**src/rtl/crc16_frame_seq_pkg.sv**
```systemverilog
// Shared types and constants for the CRC-16 frame sequencer: FSM states,
// the order in which the two CRC bytes are emitted, and the frame counter width.
package crc16_seq_pkg;

   typedef enum logic [2:0] {
      S_FILL,
      S_LOAD,
      S_STREAM,
      S_FINISH,
      S_WAIT,
      S_CAP_HI,
      S_CAP_LO,
      S_EMIT
   } seq_state_e;

   // The high CRC byte goes out first, then the low byte, which carries out_last.
   localparam int CRC_BYTES   = 2;
   localparam int CRC_HI_POS  = 0;
   localparam int CRC_LO_POS  = 1;

   localparam int FRAME_CNT_W = 16;

endpackage

```
**src/rtl/crc16_frame_seq_if.sv**
```systemverilog
// Byte-source, engine-pin and output-stream bundle of the frame sequencer.
// The slave modport is the sequencer's view; master is the surrounding environment.
interface crc16_frame_seq_if;
   import crc16_seq_pkg::*;

   logic       in_valid;
   logic       in_ready;
   logic [7:0] in_data;
   logic       in_last;

   logic       eng_load;
   logic       eng_d_finish;
   logic [7:0] eng_crc_in;
   logic [7:0] eng_crc_out;

   logic       out_valid;
   logic       out_ready;
   logic [7:0] out_data;
   logic       out_last;

   modport slave (
      input  in_valid, in_data, in_last, eng_crc_out, out_ready,
      output in_ready, eng_load, eng_d_finish, eng_crc_in, out_valid, out_data, out_last
   );

   modport master (
      output in_valid, in_data, in_last, eng_crc_out, out_ready,
      input  in_ready, eng_load, eng_d_finish, eng_crc_in, out_valid, out_data, out_last
   );

endinterface

```
**src/rtl/crc16_frame_seq_buf.sv**
```systemverilog
// Frame byte store: one synchronous write port, one combinational read port.
module crc16_frame_buf #(
   parameter int DEPTH = 16,
   parameter int AW    = 4
) (
   input  logic          clk,
   input  logic          we,
   input  logic [AW-1:0] waddr,
   input  logic [7:0]    wdata,
   input  logic [AW-1:0] raddr,
   output logic [7:0]    rdata
);

   logic [7:0] mem [DEPTH];

   always_ff @(posedge clk) begin
      if (we) begin
         mem[waddr] <= wdata;
      end
   end

   assign rdata = mem[raddr];

endmodule

```
**src/rtl/crc16_frame_seq.sv**
```systemverilog
// Buffers one byte frame, bursts it through the external CRC engine, then
// re-emits the payload followed by the two captured CRC bytes.
module crc16_frame_seq
   import crc16_seq_pkg::*;
#(
   parameter int DEPTH   = 16,
   parameter int AW      = 4,
   parameter int CRC_LAT = 1
) (
   input  logic                   clk,
   input  logic                   rst,
   crc16_frame_seq_if.slave       bus,
   output logic                   busy,
   output logic                   drop_pulse,
   output logic [FRAME_CNT_W-1:0] frame_cnt
);

   localparam int          WW      = $clog2(CRC_LAT + 1);
   localparam logic [AW:0] DEPTH_W = (AW+1)'(DEPTH);
   localparam logic [AW:0] PTR_ONE = {{AW{1'b0}}, 1'b1};

   seq_state_e             state_q, state_d;
   logic [AW:0]            wptr_q, wptr_d;
   logic [AW:0]            rptr_q, rptr_d;
   logic [AW:0]            len_q, len_d;
   logic                   ovf_q, ovf_d;
   logic [WW-1:0]          wait_q, wait_d;
   logic [7:0]             crc_hi_q, crc_hi_d;
   logic [7:0]             crc_lo_q, crc_lo_d;
   logic [FRAME_CNT_W-1:0] frame_cnt_q, frame_cnt_d;
   logic                   eng_load_q, eng_load_d;
   logic                   eng_fin_q, eng_fin_d;
   logic [7:0]             eng_in_q, eng_in_d;
   logic                   out_valid_q, out_valid_d;
   logic [7:0]             out_data_q, out_data_d;
   logic                   out_last_q, out_last_d;
   logic                   drop_q, drop_d;

   logic                   accept;
   logic                   buf_we;
   logic [7:0]             rd_data;
   logic [AW:0]            crc_idx;

   crc16_frame_buf #(.DEPTH(DEPTH), .AW(AW)) u_buf (
      .clk   (clk),
      .we    (buf_we),
      .waddr (wptr_q[AW-1:0]),
      .wdata (bus.in_data),
      .raddr (rptr_q[AW-1:0]),
      .rdata (rd_data)
   );

   assign accept  = (state_q == S_FILL) && bus.in_valid;
   assign crc_idx = rptr_q - len_q;

   always_ff @(posedge clk or negedge rst) begin
      if (!rst) begin
         state_q     <= S_FILL;
         wptr_q      <= '0;
         rptr_q      <= '0;
         len_q       <= '0;
         ovf_q       <= 1'b0;
         wait_q      <= '0;
         crc_hi_q    <= '0;
         crc_lo_q    <= '0;
         frame_cnt_q <= '0;
         eng_load_q  <= 1'b0;
         eng_fin_q   <= 1'b0;
         eng_in_q    <= '0;
         out_valid_q <= 1'b0;
         out_data_q  <= '0;
         out_last_q  <= 1'b0;
         drop_q      <= 1'b0;
      end else begin
         state_q     <= state_d;
         wptr_q      <= wptr_d;
         rptr_q      <= rptr_d;
         len_q       <= len_d;
         ovf_q       <= ovf_d;
         wait_q      <= wait_d;
         crc_hi_q    <= crc_hi_d;
         crc_lo_q    <= crc_lo_d;
         frame_cnt_q <= frame_cnt_d;
         eng_load_q  <= eng_load_d;
         eng_fin_q   <= eng_fin_d;
         eng_in_q    <= eng_in_d;
         out_valid_q <= out_valid_d;
         out_data_q  <= out_data_d;
         out_last_q  <= out_last_d;
         drop_q      <= drop_d;
      end
   end

   // Registered outputs are computed one state ahead, so each state's
   // pin values are visible during the cycle that state is current.
   always_comb begin
      state_d     = state_q;
      wptr_d      = wptr_q;
      rptr_d      = rptr_q;
      len_d       = len_q;
      ovf_d       = ovf_q;
      wait_d      = wait_q;
      crc_hi_d    = crc_hi_q;
      crc_lo_d    = crc_lo_q;
      frame_cnt_d = frame_cnt_q;
      eng_load_d  = 1'b0;
      eng_fin_d   = 1'b0;
      eng_in_d    = '0;
      out_valid_d = out_valid_q;
      out_data_d  = out_data_q;
      out_last_d  = out_last_q;
      drop_d      = 1'b0;
      buf_we      = 1'b0;

      case (state_q)
         S_FILL: begin
            if (accept) begin
               if (wptr_q == DEPTH_W) begin
                  ovf_d = 1'b1;
               end else begin
                  buf_we = 1'b1;
                  wptr_d = wptr_q + PTR_ONE;
               end
               if (bus.in_last) begin
                  if (ovf_q || (wptr_q == DEPTH_W)) begin
                     drop_d = 1'b1;
                     wptr_d = '0;
                     ovf_d  = 1'b0;
                  end else begin
                     len_d      = wptr_q + PTR_ONE;
                     rptr_d     = '0;
                     eng_load_d = 1'b1;
                     state_d    = S_LOAD;
                  end
               end
            end
         end
         S_LOAD: begin
            eng_in_d = rd_data;
            rptr_d   = rptr_q + PTR_ONE;
            state_d  = S_STREAM;
         end
         S_STREAM: begin
            if (rptr_q == len_q) begin
               eng_fin_d = 1'b1;
               rptr_d    = '0;
               state_d   = S_FINISH;
            end else begin
               eng_in_d = rd_data;
               rptr_d   = rptr_q + PTR_ONE;
            end
         end
         S_FINISH: begin
            wait_d  = '0;
            state_d = (CRC_LAT == 1) ? S_CAP_HI : S_WAIT;
         end
         S_WAIT: begin
            if (wait_q == WW'(CRC_LAT - 2)) begin
               state_d = S_CAP_HI;
            end else begin
               wait_d = wait_q + {{(WW-1){1'b0}}, 1'b1};
            end
         end
         S_CAP_HI: begin
            crc_hi_d = bus.eng_crc_out;
            state_d  = S_CAP_LO;
         end
         S_CAP_LO: begin
            crc_lo_d    = bus.eng_crc_out;
            out_valid_d = 1'b1;
            out_data_d  = rd_data;
            out_last_d  = 1'b0;
            rptr_d      = PTR_ONE;
            state_d     = S_EMIT;
         end
         S_EMIT: begin
            if (out_valid_q && bus.out_ready) begin
               if (out_last_q) begin
                  out_valid_d = 1'b0;
                  out_data_d  = '0;
                  out_last_d  = 1'b0;
                  frame_cnt_d = frame_cnt_q + FRAME_CNT_W'(1);
                  wptr_d      = '0;
                  state_d     = S_FILL;
               end else if (rptr_q < len_q) begin
                  out_data_d = rd_data;
                  rptr_d     = rptr_q + PTR_ONE;
               end else begin
                  out_data_d = (crc_idx == (AW+1)'(CRC_HI_POS)) ? crc_hi_q : crc_lo_q;
                  out_last_d = (crc_idx == (AW+1)'(CRC_LO_POS));
                  rptr_d     = rptr_q + PTR_ONE;
               end
            end
         end
         default: begin
            state_d = S_FILL;
         end
      endcase
   end

   assign bus.in_ready     = (state_q == S_FILL);
   assign bus.eng_load     = eng_load_q;
   assign bus.eng_d_finish = eng_fin_q;
   assign bus.eng_crc_in   = eng_in_q;
   assign bus.out_valid    = out_valid_q;
   assign bus.out_data     = out_data_q;
   assign bus.out_last     = out_last_q;

   assign busy       = (state_q != S_FILL);
   assign drop_pulse = drop_q;
   assign frame_cnt  = frame_cnt_q;

endmodule
```
**src/flat_wrapper.sv**
```systemverilog
// flat-port wrapper written by rule: the top's interface ports become plain ports
module crc16_frame_seq_flat import crc16_seq_pkg::*;
#(
   parameter int DEPTH   = 16,
   parameter int AW      = 4,
   parameter int CRC_LAT = 1
)
  (clk, rst, busy, drop_pulse, frame_cnt, bus_in_valid, bus_in_data, bus_in_last, bus_eng_crc_out, bus_out_ready, bus_in_ready, bus_eng_load, bus_eng_d_finish, bus_eng_crc_in, bus_out_valid, bus_out_data, bus_out_last);
  crc16_frame_seq_if bus_i ();
  input  logic clk;
  input  logic rst;
  output logic busy;
  output logic drop_pulse;
  output logic [FRAME_CNT_W-1:0] frame_cnt;
  input wire logic [$bits(bus_i.in_valid)-1:0] bus_in_valid;
  input wire logic [$bits(bus_i.in_data)-1:0] bus_in_data;
  input wire logic [$bits(bus_i.in_last)-1:0] bus_in_last;
  input wire logic [$bits(bus_i.eng_crc_out)-1:0] bus_eng_crc_out;
  input wire logic [$bits(bus_i.out_ready)-1:0] bus_out_ready;
  output wire logic [$bits(bus_i.in_ready)-1:0] bus_in_ready;
  output wire logic [$bits(bus_i.eng_load)-1:0] bus_eng_load;
  output wire logic [$bits(bus_i.eng_d_finish)-1:0] bus_eng_d_finish;
  output wire logic [$bits(bus_i.eng_crc_in)-1:0] bus_eng_crc_in;
  output wire logic [$bits(bus_i.out_valid)-1:0] bus_out_valid;
  output wire logic [$bits(bus_i.out_data)-1:0] bus_out_data;
  output wire logic [$bits(bus_i.out_last)-1:0] bus_out_last;
  assign bus_i.in_valid = bus_in_valid;
  assign bus_i.in_data = bus_in_data;
  assign bus_i.in_last = bus_in_last;
  assign bus_i.eng_crc_out = bus_eng_crc_out;
  assign bus_i.out_ready = bus_out_ready;
  assign bus_in_ready = bus_i.in_ready;
  assign bus_eng_load = bus_i.eng_load;
  assign bus_eng_d_finish = bus_i.eng_d_finish;
  assign bus_eng_crc_in = bus_i.eng_crc_in;
  assign bus_out_valid = bus_i.out_valid;
  assign bus_out_data = bus_i.out_data;
  assign bus_out_last = bus_i.out_last;
  crc16_frame_seq #(.DEPTH(DEPTH), .AW(AW), .CRC_LAT(CRC_LAT)) u_core (.clk(clk), .rst(rst), .bus(bus_i), .busy(busy), .drop_pulse(drop_pulse), .frame_cnt(frame_cnt));
endmodule
```
**config.mk**
```make
export PLATFORM = sky130hd
export DESIGN_NAME = crc16_frame_seq_flat
export DESIGN_NICKNAME = d
export VERILOG_FILES = /design/src/rtl/crc16_frame_seq_pkg.sv /design/src/rtl/crc16_frame_seq_if.sv /design/src/rtl/crc16_frame_seq_buf.sv /design/src/rtl/crc16_frame_seq.sv /design/src/flat_wrapper.sv
export SDC_FILE = /design/constraint.sdc
export NUM_CORES = 1
export LEC_CHECK = 0
export BUFFER_PORTS_ARGS = -buffer_cell sky130_fd_sc_hd__buf_2
export CORE_MARGIN = 2
export CORE_UTILIZATION = 40
export DETAILED_ROUTE_END_ITERATION = 6
export PLACE_DENSITY_LB_ADDON = 0.05
export SLEW_MARGIN = 10
export SYNTH_ARGS = -nofsm -noshare
export SYNTH_HDL_FRONTEND = slang
export SYNTH_HIERARCHICAL = 1
export SYNTH_SLANG_ARGS = --single-unit
```
**constraint.sdc**
```tcl
create_clock -name clk -period 6.4 [get_ports clk]
set_input_delay 0.96 -clock clk [delete_from_list [all_inputs] [get_ports clk]]
set_output_delay 0.96 -clock clk [all_outputs]
set_load 0.01 [all_outputs]
```
==> run metrics, run 1 <==
outcome finished clean; worst setup path class reg -> reg; cts repair resizes 0; H-tree lvl count 1; Crit-path slowest cell nor3_1; fin crit period 3.32 ns; Slowest Stage Delay on Critical Path 0.86 ns; WL/cell 20.6 um; CP Cell Sequence nor3_4 -> and2_1 -> nor2b_1 -> or3b_2 -> nor3_1; first-pass GRT wire length 31300 um; Leak 3.84 nW; area delta synth->final 14.0%; nets 698; Yosys cell types 69; GRT Overall Usage 17.1%; Required @ worst endpoint 6.53 ns; remaining global-route overflow 0; Initial Utilization 40.6%; Max Buffers Root-to-Sink 3; PwrDens 377 nW/um2; Syn Nets 634; count leader, synth edfxtp_1; CP Data Arrival Time 3.45 ns; R2R Setup Slk 3.08 ns; first-pass iteration count of the detailed router 4; Rel. slew slack 25.5%; power consumption 3.81 mW; vias per cell 5.54; DRC 0; core area 21800 um2; Final Cycle Share 51.8%; Synth Cell Area 8870 um2; vias in the first global route 5545; row count 54; Synth Flop Type edfxtp_1; fmax 0.301 GHz; Final setup viols 0; die extent in x 153 um; number of synthesized flops with an enable pin 128; CTS Buf Count 24; unrepaired setup endpoints after global routing false; Seq/Total Area, Yosys 63.9%; critical path endpoint category flip-flop; Post-synth top cells 128 x edfxtp_1, 73 x dfrtp_1, 44 x nand2_1; register area 5670 um2; Post-Route WL 19900 um; die height 153 um; Syn. warnings 6; root buf cell clkbuf_16; filler cell count 1935; DR vias 5336; largest cells by area after synthesis edfxtp_1 43%, dfrtp_1 21%, mux4_2 4.6%; Hold-fix buffers, CTS 0; Hold WC Path Type reg -> reg; worst hold path startpoint u_core/frame_cnt[15]; maximum VDD drop 0.198 mV; Clk Latency, worst-skew pair 0.51 ns; Routed Antenna Nets 0; Mapped Cells 603; layout cell share with drive strength beyond 1 22.1%; area leader, netlist edfxtp_1; FF-to-FF End u_core/u_buf/mem[0][3]; IO buf count 59; WHS Endpoint u_core/frame_cnt[15]; Post-DP HPWL 13200 um; R2R cell count 5; Multi-input gate area 2970 um2; Synth Register Bits 201; skew final 0.00907 ns; CTS tree yes; PnR worst setup slack 3.08 ns; Placement Setup Slack 2.96 ns; delay-heaviest family, CP simple AND/OR/NAND/NOR gates; setup TNS 0 ns; Slew @ Worst Pin 1.11 ns; syn_area_per_cell 14.7 um2; IO Count 60; Post CTS Setup Buffer Count 0; CTS Sinks 201; FF-to-FF Start u_core/state_q[0]; diode count 0; initial antenna violation count 0; Final GP Congestion 0.813; Synth async-reset ratio 36.3%; die area 23400 um2; final hold vios 0; Initial DRC Count 298; Synth top area share 43.3%; Worst Path Max Fanout 17; Final Max Slew Viols 0; max_cap viols 0; hold path cells 1; largest net degree at the start of global routing 74; WP buf/inv 0; startpoint types flip-flop; Worst-path clk slew 0.05 ns
[flip-flops by register name, summed over array words and instances, names as in the netlist]
name	cells
u_core/rptr_q	5
u_core/crc_lo_q	8
u_core/bus.eng_d_finish	1
u_core/ovf_q	1
u_core/bus.eng_load	1
u_core/state_q	3
u_core/drop_pulse	1
u_core/frame_cnt	16
u_core/bus.eng_crc_in	8
u_core/bus.out_valid	1
u_core/wait_q	1
u_core/crc_hi_q	8
u_core/u_buf/mem	128
u_core/bus.out_data	8
u_core/wptr_q	5
u_core/bus.out_last	1
u_core/len_q	5
[per-layer routing]
layer  global-route usage (%)  up-vias  share of wire, %
met3                     2.50       28               3.7
met2                     31.3      116                52
met4                     4.59        0               2.3
met1                     21.0     2722                42
li1                         -     2470                 -
met5                        0        -                 0
[logic make-up (layout without fill, tap and decap cells)]
logic type / count (synthesis) / in the layout / share of synthesized area [%]
flip-flops: 201 / 201 / 63.9
AND/OR/NAND/NOR: 157 / 157 / 9.56
AO/OA/AOI/OAI: 119 / 119 / 9.10
multiplexers: 52 / 52 / 11.2
buffers and inverters: 44 / 125 / 2.69
XOR/XNOR: 20 / 20 / 1.97
adder cells (fa/ha/maj): 10 / 10 / 1.50
[worst reg2reg max path, delay by kind of cell (launching register included)]
| kind | cells | cell delay (ns) |
|---|---|---|
| flops | 1 | 0.60 |
| simple gates | 5 | 2.34 |
[placed cells by master, fill, tap and decap left out, drive strengths merged, types with 3 or more instances in the layout]
cell type	Yosys	routed
dfrtp	73	73
o31ai	11	11
o21ai	19	19
xor2	7	7
inv	19	19
nor4	11	11
mux2	19	19
or3b	3	3
xnor2	13	13
nor2	27	27
and3	6	6
nand2b	9	9
nand4	4	4
a22oi	16	16
clkinv	0	8
a21o	4	4
a22o	3	3
nand3	10	10
mux4	32	32
ha	9	9
nand2	44	44
nor3	10	10
a21oi	35	35
a31oi	10	10
and2	14	14
nor2b	6	6
nand3b	4	4
a211oi	8	8
edfxtp	128	128
clkbuf	4	35
buf	18	63
[layout make-up]
cell class / count / share of cell area (%)
Clock buffer: 35 / 6.64
Tap cell: 280 / 3.46
Clock inverter: 8 / 0.482
Timing Repair Buffer: 63 / 3.24
Inverter: 19 / 0.705
Sequential cell: 201 / 56.1
Multi-Input combinational cell: 358 / 29.4
[power breakdown]
part	switching (mW)	internal, mW	total, mW
combinational	0.588	0.417	1.00
sequential	0.0870	1.48	1.57
clock	0.513	0.726	1.24
[per-stage QoR]
stage / utilization (%) / cell area [um2] / cells / hold WS [ns]
2_1_floorplan: - / 8870 / 603 / 0.454
3_3_place_gp: 43.0 / 9390 / 921 / 0.452
3_5_place_dp: 43.0 / 9390 / 921 / 0.457
4_1_cts: 46.3 / 10100 / 964 / 0.464
5_1_grt: 46.3 / 10100 / 964 / 0.492
6_report: 46.3 / 10100 / 964 / 0.456
[worst max-delay path by stage]
stage,from,end,slack (ns),depth (start not counted)
floorplan,bus_in_valid,u_core/u_buf/mem[0][0],3.54,4
global placement,bus_in_valid,u_core/u_buf/mem[0][6],3.03,5
detailed placement,bus_in_valid,u_core/u_buf/mem[0][6],2.96,5
CTS,u_core/state_q[0],u_core/u_buf/mem[0][3],3.03,5
global route,u_core/state_q[0],u_core/u_buf/mem[0][3],2.79,5
finish,u_core/state_q[0],u_core/u_buf/mem[0][3],3.08,5
No activity file was read; power rests on OpenSTA's default activity.
==> inputs of run 2 (changes only) <==
- clock period: 6.4 -> 3.2 ns (I/O delays scaled with it)
==> run 2 against run 1 <==
Net effect:
- sequential cell count is the same
- die area did not move
- global-route usage up 1.2 points
- register-to-register slack got worse by 2.6 ns
- clock skew grew 0.0023 ns
- combinational power grew 110%
- largest cell class unchanged
- critical path depth is 1 higher
- critical path type unchanged
- power increased by 100%
- critical endpoint is now u_core/u_buf/mem[13][5]
==> run metrics, run 2 (synthesized netlist as in run 1, its figures left out) <==
register area 5670 um2 (unchanged); Hold WC Path Type in -> async; Worst Path Max Fanout 11 (-6); CTS tree yes; max reg flops 128 (unchanged); WL/cell 21.4 um (+3.8%); Final Max Slew Viols 0 (unchanged); CTS Sinks 201 (unchanged); final hold vios 0 (unchanged); DR vias 5415 (+1.5%); layout cell share with drive strength beyond 1 24.3% (+2.2 points); first-pass iteration count of the detailed router 5 (+1); setup TNS 0 ns (unchanged); Initial Utilization 40.6% (unchanged); first-pass GRT wire length 33100 um (+5.6%); die height 153 um (unchanged); GRT Overall Usage 18.3% (+1.2 points); Slew @ Worst Pin 0.966 ns (-0.143 ns); Rel. slew slack 35.6% (+10 points); Multi-input gate area 2970 um2 (-0.17%); Leak 3.94 nW (+2.6%); nets 716 (+2.6%); maximum VDD drop 0.468 mV (+140%); cts repair resizes 0 (unchanged); largest net degree at the start of global routing 74 (unchanged); fmax 0.369 GHz (+22%); die area 23400 um2 (unchanged); startpoint types flip-flop; skew final 0.0114 ns (+0.00231 ns); CTS Buf Count 23 (-4.2%); area delta synth->final 15.9%; DRC 0 (unchanged); filler cell count 1904 (-1.6%); Final setup viols 0 (unchanged); unrepaired setup endpoints after global routing false; vias per cell 5.53 (-0.18%); die extent in x 153 um (unchanged); max_cap viols 0 (unchanged); CP Data Arrival Time 2.85 ns (-0.60 ns); H-tree lvl count 1 (unchanged); Initial DRC Count 383 (+29%); worst setup path class reg -> reg; Routed Antenna Nets 0 (unchanged); outcome finished clean; most common cell after layout, fill and taps aside edfxtp_1; Post-DP HPWL 14100 um (+6.9%); Post-Route WL 20900 um (+5.5%); Max Buffers Root-to-Sink 3 (unchanged); CP Launch Point u_core/wptr_q[0]; Clk Latency, worst-skew pair 0.52 ns (about the same); fin crit period 2.71 ns (-0.606 ns); FF-to-FF Start u_core/wptr_q[0]; root buf cell clkbuf_16; largest reg by FF count u_core/u_buf/mem; critical path endpoint category flip-flop; power consumption 7.69 mW (+100%); row count 54 (unchanged); leading cell types in the layout, fill and taps excluded 128 x edfxtp_1, 72 x dfrtp_1, 58 x buf_2, 44 x nand2_1, 34 x a21oi_1; Post CTS Setup Buffer Count 0 (unchanged); initial antenna violation count 0 (unchanged); PwrDens 748 nW/um2 (+98%); Worst-path clk slew 0.06 ns (about the same); diode count 0 (unchanged); vias in the first global route 5653 (+1.9%); Required @ worst endpoint 3.34 ns (-3.19 ns); remaining global-route overflow 0 (unchanged); Final GP Congestion 0.793 (-2.4%); Hold-fix buffers, CTS 0 (unchanged); core area 21800 um2 (unchanged); Final Cycle Share 84.7% (+33 points); IO buf count 59 (unchanged); IO Count 60 (unchanged)
run 2: changes by cell type in the layout (fill, tap and decap cells not counted), moves of 2 or more:
cell        change
clkbuf_8        -2
clkinv_4        +4
clkinv_2        -3
clkbuf_1        -5
clkinvlp_4      +2
buf_4          +17
buf_12          +2
run 2: area by class of cell:
cell class                      count  area share [%]
Clock inverter                     13            1.18
Timing Repair Buffer               82            4.82
Tap cell                          280            3.41
Multi-Input combinational cell    358            28.9
Inverter                           19           0.694
Clock buffer                       27            5.84
Sequential cell                   201            55.2
run 2: final timing paths:
check	endpoint	slack, ns	cells past startpoint
worst max-delay path	u_core/u_buf/mem[13][5]	0.49	6
worst min-delay path	u_core/drop_pulse	0.10	1
worst max register to register	u_core/u_buf/mem[13][5]	0.49	6
worst min register to register	u_core/frame_cnt[15]	0.48	1
max in group asynchronous	u_core/rptr_q[0]	2.42	1
min in group clk	u_core/ovf_q	0.19	2
run 2: where the power goes:
part / internal [mW] / switching [mW] / total (mW) / leakage (nW)
Combinational: 0.881 / 1.21 / 2.09 / 1.52
Clock: 1.44 / 1.05 / 2.48 / 0.347
Sequential: 2.96 / 0.153 / 3.12 / 2.07
Total: 5.28 / 2.40 / 7.69 / 3.94
run 2: critical path: stages (launching register included):
cell	delay (ns)
dfrtp_1	0.58
inv_1	0.12
ha_1	0.21
nor4bb_2	0.17
nor2b_1	0.32
nand3_1	0.21
nor2_1	0.71
run 2: per-stage QoR:
step                      instance area (um2)  worst slack (ns)  hold slack (ns)  util (%)  cells
final                                   10300             0.488            0.102      47.1    980
after global routing                    10300             0.252            0.160      47.1    980
after CTS                               10300             0.500            0.142      47.1    980
after detailed placement                 9560             0.524            0.481      43.8    940
after global placement                   9560             0.541            0.452      43.8    940
after floorplan                          8870             0.407            0.184         -    603
run 2: layer usage:
layer | wire, um | GRT usage [%] | up-vias
met5 | 0 | 0 | -
met4 | 417 | 4.89 | 0
met3 | 845 | 2.81 | 32
met2 | 10900 | 33.2 | 155
met1 | 8770 | 22.9 | 2740
li1 | - | - | 2488
==> inputs of run 3 (changes only) <==
- ABC_AREA: default -> 1
- clock period: 3.2 -> 2.37 ns (I/O delays scaled with it)
==> run 3 against run 2 <==
Net effect:
- maximum frequency rose by 24%
- core utilization up 1.3 points
- via count up 25%
- critical endpoint is now u_core/bus.out_data[0]
==> run metrics, run 3 <==
outcome finished clean; Rel. slew slack 53.7% (+18 points); Initial DRC Count 489 (+28%); area delta synth->final 18.5%; Final setup viols 0 (unchanged); first-pass GRT wire length 36100 um (+9.2%); Final Cycle Share 92.3% (+7.5 points); initial antenna violation count 0 (unchanged); R2R cell count 13 (+7); Mapped Cells 999 (+66%); Placement Setup Slack 0.0235 ns (-0.500 ns); count leader, synth nand2_1; H-tree lvl count 1 (unchanged); WHS Endpoint u_core/crc_hi_q[4]; Worst Path Max Fanout 9 (-2); IO buf count 59 (unchanged); number of synthesized flops with an enable pin 128 (unchanged); vias per cell 4.73 (-14%); PnR worst setup slack 0.184 ns (-0.305 ns); hold path cells 3; skew final 0.00979 ns (-0.00158 ns); Yosys cell types 36 (-48%); remaining global-route overflow 0 (unchanged); CP most frequent cell nand2_1; Final GP Congestion 0.786 (-0.92%); Max Buffers Root-to-Sink 3 (unchanged); vias in the first global route 6534 (+16%); area leader, netlist edfxtp_1; leading cell types in the layout, fill and taps excluded 276 x nand2_1, 165 x inv_1, 128 x edfxtp_1, 119 x nand3_1, 72 x dfrtp_1; Post-Place Cell Area 10100 um2 (+6.1%); R2R Setup Slk 0.18 ns (-0.30 ns); Hold WC Path Type in -> reg; Crit-path slowest cell dfrtp_2; Required @ worst endpoint 2.79 ns (-0.55 ns); root buf cell clkbuf_16; first-pass iteration count of the detailed router 5 (unchanged); largest reg by FF count u_core/u_buf/mem; Syn. warnings 6 (unchanged); FF-to-FF Start u_core/rptr_q[0]; startpoint types flip-flop; delay-heaviest family, CP simple AND/OR/NAND/NOR gates; DRC 0 (unchanged); Synth Flop Type edfxtp_1; nets 1127 (+57%); Seq/Total Area, Yosys 60.9% (-3.0 points); fin area 11000 um2 (+7.4%); PwrDens 1140 nW/um2 (+52%); Post-Route WL 22900 um (+9.4%); max_cap viols 0 (unchanged); FF-to-FF End u_core/bus.out_data[0]; Synth Register Bits 201 (unchanged); WP buf/inv 2 (+1); Slowest Stage Delay on Critical Path 0.44 ns (-0.27 ns); CTS Buf Count 24 (+4.3%); worst setup path class reg -> reg; die height 157 um (+2.4%); CTS Sinks 201 (unchanged); Post-DP HPWL 14700 um (+3.7%); die extent in x 157 um (+2.4%); worst hold path startpoint bus_eng_crc_out[4]; Slew @ Worst Pin 0.693 ns (-0.273 ns); Initial Utilization 40.9% (+0.24 points); Clk Latency, worst-skew pair 0.51 ns (about the same); Final Max Slew Viols 0 (unchanged); layout cell share with drive strength beyond 1 14.8% (-9.5 points); diode count 0 (unchanged); Worst-path clk slew 0.06 ns (about the same); CTS tree yes; final hold vios 0 (unchanged); die area 24500 um2 (+4.9%); core area 22800 um2 (+4.4%); Synth top area share 41.3% (-2.1 points); largest cells by area after synthesis edfxtp_1 41%, dfrtp_1 20%, nand2_1 11%; fin crit period 2.19 ns (-0.525 ns); filler cell count 2197 (+15%); CP Data Arrival Time 2.61 ns (-0.24 ns); DR vias 6747 (+25%); CP Cell Sequence inv_1 -> ha_1 -> inv_1 -> fa_1 -> nand2_1 -> nand2_1 -> nand3_2 -> nand3_4 -> nor2_4 -> nand2_1 -> nand3_1 -> nand2_1 -> a21oi_1; Leak 5.21 nW (+32%); Syn Nets 1030 (+62%); syn_area_per_cell 9.32 um2 (-37%); Routed Antenna Nets 0 (unchanged); Post-synth top cells 276 x nand2_1, 165 x inv_1, 128 x edfxtp_1; row count 55 (+1.9%); most common cell after layout, fill and taps aside nand2_1; critical path endpoint category flip-flop; max reg flops 128 (unchanged); WL/cell 16.1 um (-25%); fmax 0.457 GHz (+24%); largest net degree at the start of global routing 68 (-8.1%); Min Hold Slack 0.107 ns (+0.00569 ns); IO Count 60 (unchanged); Synth Cell Area 9310 um2 (+5.0%); GRT Overall Usage 19.1% (+0.79 points); Synth async-reset ratio 36.3% (unchanged); fin util 48.4% (+1.3 points); maximum VDD drop 0.500 mV (+6.9%)
## run 3: worst max path at each step
| stage | depth (start not counted) | to | slack (ns) | from |
|---|---|---|---|---|
| after global routing | 11 | u_core/bus.out_data[7] | -0.009 | u_core/rptr_q[0] |
| after detailed placement | 13 | u_core/bus.out_data[0] | 0.02 | u_core/rptr_q[0] |
| after CTS | 13 | u_core/bus.out_data[0] | 0.01 | u_core/rptr_q[0] |
| after floorplan | 8 | u_core/u_buf/mem[12][0] | 0.14 | u_core/state_q[2] |
| final | 13 | u_core/bus.out_data[0] | 0.18 | u_core/rptr_q[0] |
| after global placement | 13 | u_core/bus.out_data[0] | 0.09 | u_core/rptr_q[0] |
## run 3: final cells by class
type	count	area (um2)	share of cell area [%]
sequential	201	5670	51.4
multi-input combinational	595	2820	25.6
clock buffer	40	785	7.11
timing repair buffer	101	691	6.26
inverter	173	649	5.89
tap	313	392	3.55
clock inverter	4	23.8	0.215
## run 3: cells by family (layout without fill, tap and decap cells)
family | Yosys count | count (layout) | share of synthesized area (%)
buffers and inverters | 203 | 318 | 9.06
AOI/OAI and AO/OA | 77 | 77 | 4.26
adders and majority gates | 10 | 10 | 1.42
DFF | 201 | 201 | 60.9
xor gates and xnor gates | 20 | 20 | 1.88
and+or+nand+nor | 488 | 488 | 22.5
## run 3: power by group
group          internal, mW  switching (mW)  leakage (nW)  total [mW]
Sequential             4.23           0.318          2.08        4.55
Clock                  2.25            1.40         0.400        3.65
Combinational          1.45            2.88          2.73        4.33
Total                  7.93            4.59          5.21        12.5
## run 3: metrics by stage
step,cells,setup TNS [ns],power (mW)
finish,1427,0,12.5
global route,1427,-0.0282,13.4
CTS,1423,0,12.4
detailed placement,1378,0,8.74
global placement,1378,0,8.73
floorplan,999,0,7.33
## run 3: repair_timing
action / in CTS / in global routing
hold buffers: 1 / 0
endpoints found under the hold margin: 18 / 0
resized for setup: 0 / 7
endpoints found under the setup margin: 0 / 8
buffers inserted: 0 / 3
## run 3: metal layers
metal	vias to the layer above	share of wire, %	track usage, %
met2	129	44	28.9
met3	28	4.2	2.99
met4	0	2.3	5.11
li1	3384	-	-
met1	3206	50	28.6
met5	-	0	0
## run 3: worst reg2reg max path, stage by stage, from the launching register on
cell,delay (ns)
dfrtp_2,0.44
inv_1,0.11
ha_1,0.15
inv_1,0.07
fa_1,0.40
nand2_1,0.07
nand2_1,0.09
nand3_2,0.11
nand3_4,0.13
nor2_4,0.21
nand2_1,0.07
nand3_1,0.08
nand2_1,0.05
a21oi_1,0.13
